$ cat config.mk
export PLATFORM = sky130hd
export DESIGN_NAME = fetch_unit_flat
export DESIGN_NICKNAME = d
export VERILOG_FILES = /design/src/rtl/fetch_if.sv /design/src/rtl/fetch_unit.sv /design/src/flat_wrapper.sv
export SDC_FILE = /design/constraint.sdc
export NUM_CORES = 1
export LEC_CHECK = 0
export ABC_AREA = 1
export CELL_PAD_IN_SITES_DETAIL_PLACEMENT = 0
export CELL_PAD_IN_SITES_GLOBAL_PLACEMENT = 1
export CORE_ASPECT_RATIO = 1.2
export CORE_MARGIN = 8
export CORE_UTILIZATION = 40
export DETAILED_ROUTE_END_ITERATION = 16
export GPL_TIMING_DRIVEN = 0
export MAX_ROUTING_LAYER = met4
export PLACE_DENSITY = 0.87
export SLEW_MARGIN = 15
export SYNTH_ARGS = -nofsm -noshare
export SYNTH_HDL_FRONTEND = slang
export SYNTH_SLANG_ARGS = --single-unit
$ cat constraint.sdc
create_clock -name clk_i -period 2.4 [get_ports clk_i]
set_input_delay 0.36 -clock clk_i [delete_from_list [all_inputs] [get_ports clk_i]]
set_output_delay 0.36 -clock clk_i [all_outputs]
set_load 0.02 [all_outputs]
$ cat src/rtl/fetch_if.sv
// Fetch-stage bus bundle: PC control, ROM read port and decoder handshake.
// The master modport is the fetch unit's view; slave is the surrounding system.
interface fetch_if;
    logic [15:0] pc_addr;
    logic        pc_inc;
    logic        flush;
    logic [15:0] rom_addr;
    logic        rom_req;
    logic        rom_ack;
    logic [15:0] rom_data;
    logic [15:0] instr;
    logic [15:0] instr_pc;
    logic        instr_valid;
    logic        instr_ready;

    modport master (
        input  pc_addr, flush, rom_ack, rom_data, instr_ready,
        output pc_inc, rom_addr, rom_req, instr, instr_pc, instr_valid
    );

    modport slave (
        output pc_addr, flush, rom_ack, rom_data, instr_ready,
        input  pc_inc, rom_addr, rom_req, instr, instr_pc, instr_valid
    );
endinterface

$ cat src/rtl/fetch_unit.sv
// Instruction fetch: one outstanding ROM read at a time, results queued in a
// small FIFO for the decoder; jumps flush the queue and drop in-flight reads.
module fetch_unit #(
    parameter int DEPTH = 2
) (
    input  logic    clk_i,
    input  logic    rst_ni,
    fetch_if.master bus
);
    localparam int AW = (DEPTH > 1) ? $clog2(DEPTH) : 1;
    localparam logic [AW:0] FULL = (AW+1)'(DEPTH);
    localparam logic [AW:0] ONE  = (AW+1)'(1);

    typedef enum logic [1:0] {IDLE, REQ, DROP} state_e;

    state_e                  state_q, state_d;
    logic                    req_q, req_d;
    logic [15:0]             addr_q, addr_d;
    logic [AW:0]             count_q, count_d;
    logic [AW-1:0]           rd_ptr_q, rd_ptr_d;
    logic [AW-1:0]           wr_ptr_q, wr_ptr_d;
    logic [DEPTH-1:0][31:0]  buf_q;
    logic                    issue, push, pop;

    // Reset is folded in so the PC never advances while the block is held in reset.
    assign issue = rst_ni && (state_q == IDLE) && (count_q < FULL) && !bus.flush;
    assign pop   = (count_q != '0) && bus.instr_ready && !bus.flush;

    always_comb begin
        state_d = state_q;
        req_d   = req_q;
        addr_d  = addr_q;
        push    = 1'b0;
        unique case (state_q)
            IDLE: begin
                if (issue) begin
                    state_d = REQ;
                    req_d   = 1'b1;
                    addr_d  = bus.pc_addr;
                end
            end
            REQ: begin
                if (bus.rom_ack) begin
                    state_d = IDLE;
                    req_d   = 1'b0;
                    push    = !bus.flush;
                end else if (bus.flush) begin
                    state_d = DROP;
                end
            end
            DROP: begin
                if (bus.rom_ack) begin
                    state_d = IDLE;
                    req_d   = 1'b0;
                end
            end
            default: state_d = IDLE;
        endcase
    end

    always_comb begin
        count_d  = count_q;
        rd_ptr_d = rd_ptr_q;
        wr_ptr_d = wr_ptr_q;
        if (bus.flush) begin
            count_d  = '0;
            rd_ptr_d = '0;
            wr_ptr_d = '0;
        end else begin
            if (push) wr_ptr_d = wr_ptr_q + 1'b1;
            if (pop)  rd_ptr_d = rd_ptr_q + 1'b1;
            unique case ({push, pop})
                2'b10:   count_d = count_q + ONE;
                2'b01:   count_d = count_q - ONE;
                default: count_d = count_q;
            endcase
        end
    end

    always_ff @(posedge clk_i or negedge rst_ni) begin
        if (!rst_ni) begin
            state_q  <= IDLE;
            req_q    <= 1'b0;
            addr_q   <= '0;
            count_q  <= '0;
            rd_ptr_q <= '0;
            wr_ptr_q <= '0;
            buf_q    <= '0;
        end else begin
            state_q  <= state_d;
            req_q    <= req_d;
            addr_q   <= addr_d;
            count_q  <= count_d;
            rd_ptr_q <= rd_ptr_d;
            wr_ptr_q <= wr_ptr_d;
            if (push) buf_q[wr_ptr_q] <= {bus.rom_data, addr_q};
        end
    end

    assign bus.pc_inc      = issue;
    assign bus.rom_req     = req_q;
    assign bus.rom_addr    = addr_q;
    assign bus.instr       = buf_q[rd_ptr_q][31:16];
    assign bus.instr_pc    = buf_q[rd_ptr_q][15:0];
    assign bus.instr_valid = (count_q != '0);
endmodule

$ cat src/flat_wrapper.sv
// flat-port wrapper written by rule: the top's interface ports become plain ports
module fetch_unit_flat 
#(
    parameter int DEPTH = 2
)
  (clk_i, rst_ni, bus_pc_addr, bus_flush, bus_rom_ack, bus_rom_data, bus_instr_ready, bus_pc_inc, bus_rom_addr, bus_rom_req, bus_instr, bus_instr_pc, bus_instr_valid);
  fetch_if bus_i ();
  input  logic clk_i;
  input  logic rst_ni;
  input wire logic [$bits(bus_i.pc_addr)-1:0] bus_pc_addr;
  input wire logic [$bits(bus_i.flush)-1:0] bus_flush;
  input wire logic [$bits(bus_i.rom_ack)-1:0] bus_rom_ack;
  input wire logic [$bits(bus_i.rom_data)-1:0] bus_rom_data;
  input wire logic [$bits(bus_i.instr_ready)-1:0] bus_instr_ready;
  output wire logic [$bits(bus_i.pc_inc)-1:0] bus_pc_inc;
  output wire logic [$bits(bus_i.rom_addr)-1:0] bus_rom_addr;
  output wire logic [$bits(bus_i.rom_req)-1:0] bus_rom_req;
  output wire logic [$bits(bus_i.instr)-1:0] bus_instr;
  output wire logic [$bits(bus_i.instr_pc)-1:0] bus_instr_pc;
  output wire logic [$bits(bus_i.instr_valid)-1:0] bus_instr_valid;
  assign bus_i.pc_addr = bus_pc_addr;
  assign bus_i.flush = bus_flush;
  assign bus_i.rom_ack = bus_rom_ack;
  assign bus_i.rom_data = bus_rom_data;
  assign bus_i.instr_ready = bus_instr_ready;
  assign bus_pc_inc = bus_i.pc_inc;
  assign bus_rom_addr = bus_i.rom_addr;
  assign bus_rom_req = bus_i.rom_req;
  assign bus_instr = bus_i.instr;
  assign bus_instr_pc = bus_i.instr_pc;
  assign bus_instr_valid = bus_i.instr_valid;
  fetch_unit #(.DEPTH(DEPTH)) u_core (.clk_i(clk_i), .rst_ni(rst_ni), .bus(bus_i));
endmodule
==> impl.org, run 1 <==
** Routing
- For this block, the via count after detailed routing is roughly 3300.
- Dividing the detail-routed wire length by the instance count gives around 14 um.
- Summed over all layers, the routed wires come to roughly 9.9 mm.
- Count of antenna-violating nets left after detailed routing :: 0
- The pre-antenna-repair detailed-routing pass consisted of 4 iterations.
- WL met3 :: 480 um
- Met1 layer wirelength in the final routing :: 4.472 mm
- In the routed design, unresolved DRC markers number 0.
- The first routing iteration left 135 violations.
- Wire segments on met2 add up to around 4.8 mm in the final route.
- Highest routed layer :: met4
- In the routed layout, each cell is associated on average with a via count of 4.720.

** Synth
- Summing the areas of all xor and xnor instances in the mapped netlist gives 0% of the synthesized area.
- Counting every instance in the synthesized netlist gives ~460.
- Most common cell in the netlist :: sky130_fd_sc_hd__nand2_1
- Fraction of synthesized area in multiplexers :: 0%
- Register bit count reported by yosys :: a little under 90
- The mapped netlist covers 0.003920 mm2.
- During synthesis, Yosys emitted a total of 0 warnings.
- When the netlist entered floorplanning its net count stood at 503.
- A synthesized cell averages 8.503 um2.
- Post-synth EDFFs :: 0
- The synthesized netlist devotes 12.89% of its cell area to compound gates.
- Dominant cell type by area after synthesis :: sky130_fd_sc_hd__dfrtp_1
- Sequential area share after synthesis :: 55.54%
- Number of distinct library cells after synthesis :: 21
- Dominant cells by area after synthesis :: sky130_fd_sc_hd__dfrtp_1 (56%), sky130_fd_sc_hd__nand2_1 (19%), sky130_fd_sc_hd__o21ai_2 (4.9%)
- Summing the areas of all fa, ha and maj instances in the mapped netlist gives 1.596% of the synthesized area.
- Primary flip-flop cell chosen by synthesis mapping :: sky130_fd_sc_hd__dfrtp_1
- Of the total synthesized cell area, the portion taken by AND, OR, NAND and NOR gates is 21.54%.
- Asr flop ratio synth :: 100.0%
- Top-area cell type share of the netlist area :: 55.54%
- Combinational family with the most area after synthesis :: simple AND/OR/NAND/NOR gates
- Ranking of synthesized cells by instance count :: sky130_fd_sc_hd__nand2_1 (199), sky130_fd_sc_hd__dfrtp_1 (87), sky130_fd_sc_hd__inv_1 (43), sky130_fd_sc_hd__o21ai_0 (34), sky130_fd_sc_hd__o21ai_1 (26)

** Clocking
- After clock tree synthesis, the setup repair step added 0 buffers.
- Root Driver :: sky130_fd_sc_hd__clkbuf_16
- Later-pin clock latency in the skew report :: 330 ps
- CTS built an H-tree with a depth of 3.
- CTS tree :: built
- TritonCTS buffer count :: 9
- CTS clock-pin slew for the worst setup and hold paths :: 60 ps
- Clock buffer depth :: 2
- For this design, the sink count on the clock tree is 87.

** Cells and area
- Antenna Cells :: 0
- The multi-input combinational cells in the finished layout cover a total of 0.001413 mm2.
- The post-route netlist has around an eighth of its cells at a drive strength greater than 1.
- Cell area after layout :: 0.005425 mm2
- Compared with the post-synthesis result, the final layout area differs by 38.40%.
- In the final design database the tool counted about 600 nets.
- In the final layout, flip-flops and latches occupy 0.002177 mm2.
- Filler cell count in the final layout :: 882
- At the end of the flow the core is filled with cells to a little under three fifths.

** GRT
- First-pass GRT wire length :: 16.56 mm
- The number of global-route vias before repair is 3422.
- Overall global routing resource usage :: 15.98%
- Largest net degree at the start of global routing :: 33
- Initial antenna violation count :: 0
- Residual overflow from global routing :: 0

** Timing
- Period utilisation layout :: 96.27%
- Clock period minus final worst setup slack :: 2310 ps
- Setup violators final :: 0
- Top achievable clock speed :: 0.4328 GHz
- At the pin with the least slew margin, the transition time is between 200 and 250 ps.
- Between clock sinks in the finished design, the worst skew comes to 4.841 ps.
- Post-Route Hold Slack :: approximately 19 ps
- In this run the tightest slew margin relative to its limit is 83.94%.
- Setup TNS Final :: 0 ps
- Final hold violation count :: 0
- The max-slew violation count was 0.

** Flow run
- Number of max-cap violations :: 0

** Worst hold path
- Classification of the worst-slack hold path :: in2async

** Pwr
- Across the VDD grid, the largest voltage drop is between 0.0007 and 0.0008 V.
- Pwr per Cell Area :: 1323 mW/mm2
- For this design the static power due to leakage is slightly below 3 nW.

** Worst setup path
- Worst endpoint required time :: 2040 ps
- Largest stage delay, worst path :: 610 ps
- CP Cell Sequence :: buf_2, clkinvlp_4, clkbuf_4, nand2_1, nand2_1, clkdlybuf4s50_1
- Data on the critical path arrives at its endpoint at 1950 ps.
- Most frequent CP cell :: sky130_fd_sc_hd__nand2_1
- In this run the worst path has a maximum fanout of 10.
- Reg-to-reg startpoint :: u_core.state_q[1]$_DFFE_PN0P_
- Tracing the worst setup path back leads to its startpoint at u_core.rd_ptr_q$_DFFE_PN0P_.
- The worst setup path is captured at a primary output.
- For this design, the slowest cell found on the critical path is sky130_fd_sc_hd__clkdlybuf4s50_1.
- Kind of launch point of the worst setup path :: register
- Measured in cells, the most critical reg-to-reg path has a length of 10.
- The critical path is of the reg2out type.

** Floorplanning
- In this run the horizontal extent of the chip is approximately 110 um.
- The die covers 0.01324 mm2.
- Initial core utilization :: 41.20%
- Die height :: 124.4 um
- IO Pins :: 88
- The initialized floorplan defines 39 standard-cell rows.
- In this run the standard cell core region covers 0.009515 mm2.

** Placed design
- Input and output buffers added on the ports amount to 87.
- Final HPWL from detailed placement :: about 7.0 mm
- Summing all placed instances gives a cell area of 0.004970 mm2.
- Final RePlAce weighted congestion :: 0.8053

** Status
- The run finished with clean final reports.
## sequential cells by signal, indices dropped and copies added, names as in the netlist
| signal | cells |
|---|---|
| u_core.state_q | 2 |
| u_core.wr_ptr_q | 1 |
| u_core.bus.rom_addr | 16 |
| u_core.buf_q | 64 |
| u_core.rd_ptr_q | 1 |
| u_core.count_q | 2 |
| u_core.bus.rom_req | 1 |
## placed cells by master, fill, tap and decap left out, types with 2 or more instances in the layout
cell / n
sky130_fd_sc_hd__dlymetal6s2s_1: 17
sky130_fd_sc_hd__clkbuf_16: 9
sky130_fd_sc_hd__clkbuf_2: 4
sky130_fd_sc_hd__o21ai_1: 26
sky130_fd_sc_hd__clkbuf_4: 3
sky130_fd_sc_hd__buf_4: 2
sky130_fd_sc_hd__nand3_1: 8
sky130_fd_sc_hd__nand2_4: 2
sky130_fd_sc_hd__bufinv_16: 3
sky130_fd_sc_hd__inv_1: 43
sky130_fd_sc_hd__clkdlybuf4s50_1: 68
sky130_fd_sc_hd__dfrtp_1: 87
sky130_fd_sc_hd__o21ai_0: 34
sky130_fd_sc_hd__nand2_2: 2
sky130_fd_sc_hd__buf_6: 7
sky130_fd_sc_hd__buf_2: 9
sky130_fd_sc_hd__ha_1: 5
sky130_fd_sc_hd__o21ai_2: 22
sky130_fd_sc_hd__clkinv_2: 3
sky130_fd_sc_hd__nand2_1: 199
sky130_fd_sc_hd__nor2_1: 4
sky130_fd_sc_hd__clkinvlp_4: 2
## area by class of cell
| cell class | count | area share, % |
|---|---|---|
| repair buffers | 90 | 18.17 |
| clock inverters | 6 | 1.983 |
| well taps | 123 | 2.837 |
| inverters | 46 | 3.321 |
| clock buffers | 10 | 4.405 |
| multi-input cells | 305 | 26.04 |
| plain buffers | 23 | 3.113 |
| flip-flops and latches | 87 | 40.13 |
## through the flow
stage          setup WS [ps]  power, mW  instances
2_1_floorplan          934.3      4.265        461
3_3_place_gp           -2985      5.585        671
3_5_place_dp          -278.2      5.670        672
4_1_cts                9.781      7.308        690
5_1_grt              -0.2163      7.710        690
6_report               89.59      7.180        690
## cells by family (layout without fill, tap and decap cells)
group / Yosys count / in the layout
and+or+nand+nor: 216 / 216
adders and majority gates: 5 / 5
DFF: 87 / 87
buffers and inverters: 69 / 175
AOI/OAI and AO/OA: 84 / 84
## per-layer routing
layer	vias to the layer above	track usage [%]
met4	0	5.228
met1	1523	19.11
met2	82	25.88
li1	1641	-
met3	11	3.727
met5	-	-
## critical path, delay by kind of cell (launching register included)
kind | cells | cell delay [ps]
flip-flops | 1 | 360
AND/OR/NAND/NOR | 2 | 140
buffers and inverters | 4 | 1120
## worst paths after layout
check | to | slack (ps)
min in group clk_i | u_core.bus.rom_req$_DFFE_PN0P_ | 470
min reg2reg | u_core.bus.rom_req$_DFFE_PN0P_ | 470
min | u_core.bus.rom_addr[9]$_DFFE_PN0P_ | 20
max in group asynchronous | u_core.buf_q[47]$_DFFE_PN0P_ | 2060
max reg2reg | u_core.buf_q[43]$_DFFE_PN0P_ | 820
max | bus_instr_pc[13] | 90
## power breakdown
part | internal, mW | total, mW | switching (mW)
Sequential | 2.10 | 2.43 | 0.334
Combinational | 1.37 | 3.16 | 1.79
Clock | 1.04 | 1.59 | 0.545
## timing repair
item                                    in CTS  in global routing
endpoints found under the hold margin       25                  0
hold buffers                                 1                  0
gates resized for setup                      9                 22
cloned                                       1                  0
endpoints found under the setup margin      32                 30
Power figures use the tool's default switching activity.
==> inputs of run 2 (changes only) <==
Settings changed: CORE_ASPECT_RATIO 1.2 to unset.
==> impl.org, run 2 (synthesis gave the netlist of run 1 again) <==
** Cells and area
- Most common library cell in the layout ignoring fill and taps :: sky130_fd_sc_hd__nand2_1
- Filler cell count in the final layout :: 910
- The top cell types in the final layout, fill and taps aside, are sky130_fd_sc_hd__nand2_1 (199), sky130_fd_sc_hd__dfrtp_1 (87), sky130_fd_sc_hd__clkdlybuf4s50_1 (56).
- Once layout is complete, the cells apart from fillers number around 700.
- The sequential cells in the finished layout cover a total of 0.002177 mm2.
- Combined area of the multi-input logic cells :: 0.001413 mm2
- Measured on the finished design, the core utilization comes to 55.10%.
- Antenna Cells :: 0
- Number of flip-flops in the largest register :: between 60 and 70
- Reg with most FFs :: u_core.buf_q
- In the final design database the tool counted 606 nets.
- P&R area growth vs syn :: 35.49%
- Fraction of final layout cells with drive strength greater than 1 :: 12.85%

** Floorplanning
- Number of rows in the core area :: 36
- The core region is approximately 0.0096 mm2.
- The die is 115.0 um wide.
- IO Pins :: 88
- The die covers 0.01322 mm2.
- Initial core utilization :: 40.67%
- Die height :: approximately 110 um

** Pwr
- Worst-case vdd ir drop :: 0.0006174 V
- Pwr per Cell Area :: 1219 mW/mm2
- Power after layout :: 6.474 mW
- The analysis attributes to cell leakage a power of 2.986 nW.

** Clocking
- CTS tree :: built
- Later-pin clock latency in the skew report :: 350 ps
- The root buffer cell chosen for the clock tree is sky130_fd_sc_hd__clkbuf_8.
- Post-CTS setup repair buffer count :: 0
- TritonCTS buffer count :: 9
- Total clock sinks :: 87
- In this run the deepest clock path goes through 2 buffers.
- H-tree level count :: 3
- CTS clock-pin slew for the worst setup and hold paths :: approximately 90 ps

** Worst setup path
- Worst endpoint required time :: 2040 ps
- Endpoint type of the worst setup path :: primary output
- Data on the critical path arrives at its endpoint at 1900 ps.
- Slowest CP cell :: sky130_fd_sc_hd__clkdlybuf4s50_1
- Buffers plus inverters on the worst setup path :: 3
- The kind of cell with the highest combined delay along the critical path is buffers and inverters.
- Across all register-to-register paths, the minimum setup slack is 800 ps.
- The critical path goes through buf_2, buf_2, nand2_1, nand2_1, clkdlybuf4s50_1.
- The worst setup path is launched from a register.
- Worst-path fanout max :: 10
- The worst register-to-register path ends at u_core.wr_ptr_q$_DFFE_PN0P_.
- The number of cells on the worst reg-to-reg path is 10.
- In this design, the stage delay of the slowest critical-path cell is 610 ps.
- In this run the critical register-to-register path is launched from u_core.state_q[1]$_DFFE_PN0P_.
- The critical path is of the reg2out type.

** Placed design
- Post-Place Cells :: just under 700
- Final HPWL from detailed placement :: 7.075 mm
- At the end of routability-driven placement, the weighted congestion stood at 0.7774.
- OpenSTA, run right after detailed placement, puts the worst setup slack at -298.0 ps.
- The count of buffers added on input and output ports is 87.

** Flow run
- Number of max-cap violations :: 0

** Timing
- Setup repair after global routing left no endpoint under its margin.
- Top achievable clock speed :: around 0.44 GHz
- Post-route worst setup slack :: between 100 and 150 ps
- Clock period minus final worst setup slack :: 2258 ps
- Clock skew on the completed layout was measured at 10.22 ps.
- The number of hold-slack violations in the final timing report is 0.
- For the pin with the worst max-slew slack, the measured transition is between 400 and 500 ps.
- Of the available clock period, the critical path in the final layout requires 94.07%.
- Setup TNS Final :: 0 ps
- Setup violators final :: 0
- The max-slew violation count was 0.
- Worst slew margin relative to its limit :: between 70% and 80%

** Routing
- Detailed Route Iter0 Violations :: 193
- Overall via count from detail_route :: 3262
- Count of antenna-violating nets left after detailed routing :: 0
- After detailed routing, the number of remaining DRC violations is 0.
- Post-detailed-route wirelength per cell :: 14.39 um
- After detailed routing, the total wire length is roughly 10 mm.
- For this run, the detailed router's first-pass iteration total came to 6.
- Average vias per placed instance :: 4.653

** Worst hold path
- In this run the worst hold path is classified as in2async.

** GRT
- First-pass GRT wire length :: 16.54 mm
- Initial antenna violation count :: 0
- Entering global routing, the biggest net connects 49 pins.
- Overall global routing resource usage :: 16.46%
- The number of global-route vias before repair was ~3300.
- The total overflow left after global routing is 0.

** Status
- The flow ran to the end, and the final reports show no timing, DRC or antenna violations.
==> run 2: changes by cell type in the layout (fill, tap and decap cells not counted), moves of 2 or more <==
cell,change
sky130_fd_sc_hd__inv_6,+2
sky130_fd_sc_hd__clkbuf_16,-9
sky130_fd_sc_hd__bufinv_16,-3
sky130_fd_sc_hd__dlygate4sd2_1,+2
sky130_fd_sc_hd__clkbuf_8,+8
sky130_fd_sc_hd__clkdlybuf4s50_1,-12
sky130_fd_sc_hd__clkinvlp_4,+2
sky130_fd_sc_hd__dlymetal6s2s_1,+10
==> run 2: worst max path at each step <==
| stage | start | endpoint | depth (start not counted) |
|---|---|---|---|
| 2_1_floorplan | u_core.state_q[0]$_DFFE_PN0P_ | bus_pc_inc | 7 |
| 4_1_cts | u_core.rd_ptr_q$_DFFE_PN0P_ | bus_instr_pc[2] | 6 |
| 6_report | u_core.rd_ptr_q$_DFFE_PN0P_ | bus_instr[0] | 5 |
| 3_5_place_dp | rst_ni | bus_pc_inc | 8 |
| 3_3_place_gp | rst_ni | bus_pc_inc | 7 |
| 5_1_grt | u_core.rd_ptr_q$_DFFE_PN0P_ | bus_instr[0] | 5 |
==> run 2: metrics by stage <==
stage          instance area (um2)  hold WS, ps
2_1_floorplan                 3920        64.41
3_3_place_gp                  4957        462.8
3_5_place_dp                  4982        334.6
4_1_cts                       5244        16.71
5_1_grt                       5311        14.69
6_report                      5311        19.64
==> run 2: cell type report <==
type,instances,area share [%]
Multi-Input combinational cell,305,26.60
Sequential cell,87,40.99
Buffer,23,3.180
Clock buffer,9,2.332
Inverter,46,3.392
Clock inverter,6,0.8481
Tap cell,133,3.133
Timing Repair Buffer,92,19.53
==> run 2: worst register-to-register path, cell delays in order, from the launching register on <==
cell                       delay (ps)
sky130_fd_sc_hd__dfrtp_1          400
sky130_fd_sc_hd__inv_1             90
sky130_fd_sc_hd__ha_1             200
sky130_fd_sc_hd__nand2_2          100
sky130_fd_sc_hd__clkinv_2          80
sky130_fd_sc_hd__nand2_4           80
sky130_fd_sc_hd__inv_4             40
sky130_fd_sc_hd__nand2_2           60
sky130_fd_sc_hd__buf_6            150
sky130_fd_sc_hd__buf_6            190
sky130_fd_sc_hd__o21ai_0          100
==> run 2: timing repair <==
action	in CTS	in global routing
pin swaps	0	0
hold buffers	4	0
endpoints found under the setup margin	32	28
hold endpoints to repair	32	0
cloned	0	0
gates resized for setup	13	31
==> run 2: power by group <==
| part | leakage [nW] | total, mW | switching, mW | internal [mW] |
|---|---|---|---|---|
| sequential | 1.11 | 2.44 | 0.345 | 2.09 |
| combinational | 1.79 | 3.13 | 1.80 | 1.34 |
| clock | 0.0781 | 0.904 | 0.529 | 0.375 |
| total | 2.99 | 6.47 | 2.67 | 3.81 |
==> run 2: metal layers <==
metal  vias up  GRT usage [%]  part of all wire [%]
met5         -              -                     0
li1       1632              -                     -
met2       103          24.79                    46
met3         6          4.832                   8.1
met4         0          3.940                  0.62
met1      1521          21.34                    46
==> inputs of run 3 (changes only) <==
Settings changed: CELL_PAD_IN_SITES_DETAIL_PLACEMENT 0 to 1, CELL_PAD_IN_SITES_GLOBAL_PLACEMENT 1 to 2, CORE_UTILIZATION 40 to 32.
==> impl.org, run 3 (synthesis gave the netlist of run 1 again) <==
** Routing
- Once detail routing completed, the nets flagged for antenna violations numbered 0.
- DRC violation count after routing :: 0
- For this block, the via count after detailed routing is 3319.
- After detailed routing, the average wire length per cell comes to 16.06 um.
- TritonRoute pass-1 iters :: 4
- In the routed layout, each cell is associated on average with a via count of roughly 4.7.
- Detailed Route WL :: 11.45 mm
- For this block, the initial DRC count from the detailed router was 144.

** Worst setup path
- Largest stage delay, worst path :: 610 ps
- Setup Crit Path Kind :: reg2out
- Tracing the worst setup path back leads to its startpoint at u_core.rd_ptr_q$_DFFE_PN0P_.
- The endpoint identified for the worst register-to-register timing path is u_core.buf_q[33]$_DFFE_PN0P_.
- On the critical path the largest part of the delay comes from buffers and inverters.
- STA classifies the critical path endpoint as a primary output.
- CP Cell Sequence :: buf_2, clkinv_2, clkbuf_4, nand2_1, nand2_1, clkdlybuf4s50_1
- At the worst endpoint, the required time is between 2000 and 2500 ps.
- R2R depth :: 10
- Worst reg-to-reg setup slack :: 710 ps
- Most frequent CP cell :: sky130_fd_sc_hd__nand2_1
- Of all nets on the critical path, the largest fanout is 10.
- STA puts the critical path data arrival time at 1970 ps.
- Reg-to-reg startpoint :: u_core.state_q[1]$_DFFE_PN0P_
- Together, buffers and inverters on the worst path number 4.
- Slowest CP cell :: sky130_fd_sc_hd__clkdlybuf4s50_1
- Kind of launch point of the worst setup path :: register

** GRT
- The number of global-route vias before repair is 3780.
- Global routing finished with a remaining overflow of 0.
- Overall global routing resource usage :: 15.49%
- In the global route stage, met3 resource usage came out at between 3 and 4%.
- Initial antenna violation count :: 0
- Largest net degree at the start of global routing :: 63
- First-pass GRT wire length :: 19.29 mm
- In the global route stage, met1 resource usage came out at 18.66%.
- Global routing consumed, on the met2 layer, ~25% of the routing resources.
- Busiest layer in global routing :: met2

** Timing
- Dividing the final minimum period by the clock period gives a little over nine tenths.
- Slew Viols, Final :: 0
- Setup violators final :: 0
- For the final database, setup skew stands at 9.073 ps.
- Setup slack closes at about 70 ps.
- Headroom to the max-slew limit came out at between 70% and 80%.
- Slew at the pin closest to its max-slew limit :: between 300 and 400 ps
- Setup repair after global routing left no endpoint under its margin.
- Final hold violation count :: 0
- Clock period minus final worst setup slack :: ~2300 ps
- Top achievable clock speed :: 0.4294 GHz
- On the final layout, the worst hold slack is 22.35 ps.

** Clocking
- The tree built by TritonCTS fans out to 87 sinks.
- TritonCTS buffer count :: 9
- Root Driver :: sky130_fd_sc_hd__clkbuf_16
- Post-CTS setup repair buffer count :: 0
- Later-pin clock latency in the skew report :: 340 ps
- The H-tree was split into 3 levels.
- Clock-pin slew was measured on the worst setup and hold paths at 70 ps.
- CTS tree :: built
- The clock passes through at most 2 buffers.

** Placed design
- Final RePlAce weighted congestion :: 0.7716
- Detailed placement ended at an HPWL of about 8 mm.
- Post-placement setup slack :: -179.3 ps
- Buffers placed on the I/O ports in this run total 87.
- Including well taps, the total number of placed cells is 696.

** Status
- The flow ran to the end, and the final reports show no timing, DRC or antenna violations.

** Cells and area
- From synthesis to final layout, the design area changed by 36.20%.
- Final Net Count :: approximately 600
- Fraction of the core area covered by cells at the end of the flow :: roughly 44%
- In the final layout, the share of cells above drive strength 1 is about an eighth.
- The library cell used most frequently in the layout, excluding fill and tap cells, is sky130_fd_sc_hd__nand2_1.
- 0 antenna diodes ended up in the layout.
- Number of standard cells in the final layout excluding fillers :: just over 700
- Most frequent cells in the layout :: sky130_fd_sc_hd__nand2_1 (199), sky130_fd_sc_hd__dfrtp_1 (87), sky130_fd_sc_hd__clkdlybuf4s50_1 (76)
- The register with the most flip-flops in the layout has 64 of them.
- Ranked by flip-flop count, first place goes to u_core.buf_q.

** Flow run
- Number of max-cap violations :: 0

** Floorplanning
- Die X :: between 100 and 150 um
- Once the floorplan was initialized, standard cells occupied 32.64% of the core.
- In this run the standard cell core region covers 0.01201 mm2.
- DIE AREA :: 0.01605 mm2
- Number of rows in the core area :: 40
- For this design the top-level I/O count stands at 88.
- Measured along the y axis, the die boundary spans between 100 and 150 um.

** Worst hold path
- The tightest min-delay check is of the in2async type.

** Pwr
- Worst-case vdd ir drop :: 0.0006562 V
- Power spread over the standard cell area amounts to about 1300 mW/mm2.
- Summed over all cells, the static leakage comes to 2.735 nW.
==> run 3: changes by cell type in the layout (fill, tap and decap cells not counted), moves of 9 or more <==
cell / previous run / this run
sky130_fd_sc_hd__clkbuf_16: 0 / 9
sky130_fd_sc_hd__clkdlybuf4s50_1: 56 / 76
sky130_fd_sc_hd__clkbuf_8: 9 / 0
sky130_fd_sc_hd__dlymetal6s2s_1: 27 / 6
==> run 3: worst max-delay path by stage <==
stage                 endpoint  slack, ps  cells after the start
2_1_floorplan       bus_pc_inc        930                      7
3_3_place_gp        bus_pc_inc      -3210                      7
3_5_place_dp        bus_pc_inc       -180                      6
5_1_grt        bus_instr_pc[9]          2                      6
6_report       bus_instr_pc[9]         70                      6
4_1_cts           bus_instr[9]         20                      6
==> run 3: area by class of cell <==
class	count	area, um2
fillers	1441	6673
flip-flops and latches	87	2177
multi-input cells	305	1413
repair buffers	89	922.1
clock buffers	10	229.0
well taps	147	183.9
inverters	46	177.7
plain buffers	23	166.4
clock inverters	6	70.07
==> run 3: what timing repair did <==
action | in CTS | in global routing
hold endpoints to repair | 25 | 0
pin swaps | 0 | 0
resized for setup | 14 | 9
hold buffers | 1 | 0
setup endpoints to repair | 32 | 10
==> run 3: routing by layer <==
layer  part of all wire, %  wire, um  up-vias
li1                      -         -     1628
met1                    46      5269     1598
met2                    47      5371       81
met3                   5.8       668       12
met4                   1.3       145        0
met5                     0         0        -
==> run 3: where the power goes <==
part	switching (mW)	internal (mW)	total (mW)
clock network	0.607	0.813	1.42
registers	0.355	2.10	2.45
logic	1.85	1.36	3.21
total	2.82	4.27	7.08
==> run 3: worst register-to-register path: stages (launching register included) <==
cell                       delay [ps]
sky130_fd_sc_hd__dfrtp_1          400
sky130_fd_sc_hd__inv_1            100
sky130_fd_sc_hd__ha_1             210
sky130_fd_sc_hd__nand2_2          100
sky130_fd_sc_hd__clkinv_2          80
sky130_fd_sc_hd__nand2_4           80
sky130_fd_sc_hd__inv_4             40
sky130_fd_sc_hd__nand2_4          120
sky130_fd_sc_hd__buf_2            270
sky130_fd_sc_hd__nand2_1          100
sky130_fd_sc_hd__o21ai_0           90
==> run 3: metrics by stage <==
step | setup TNS, ps | total power, mW | area, um2
after floorplan | 0 | 4.265 | 3920
after global placement | -241720 | 5.633 | 4975
after detailed placement | -179.3 | 5.756 | 5000
after CTS | 0 | 7.200 | 5328
after global routing | 0 | 7.615 | 5339
final | 0 | 7.085 | 5339
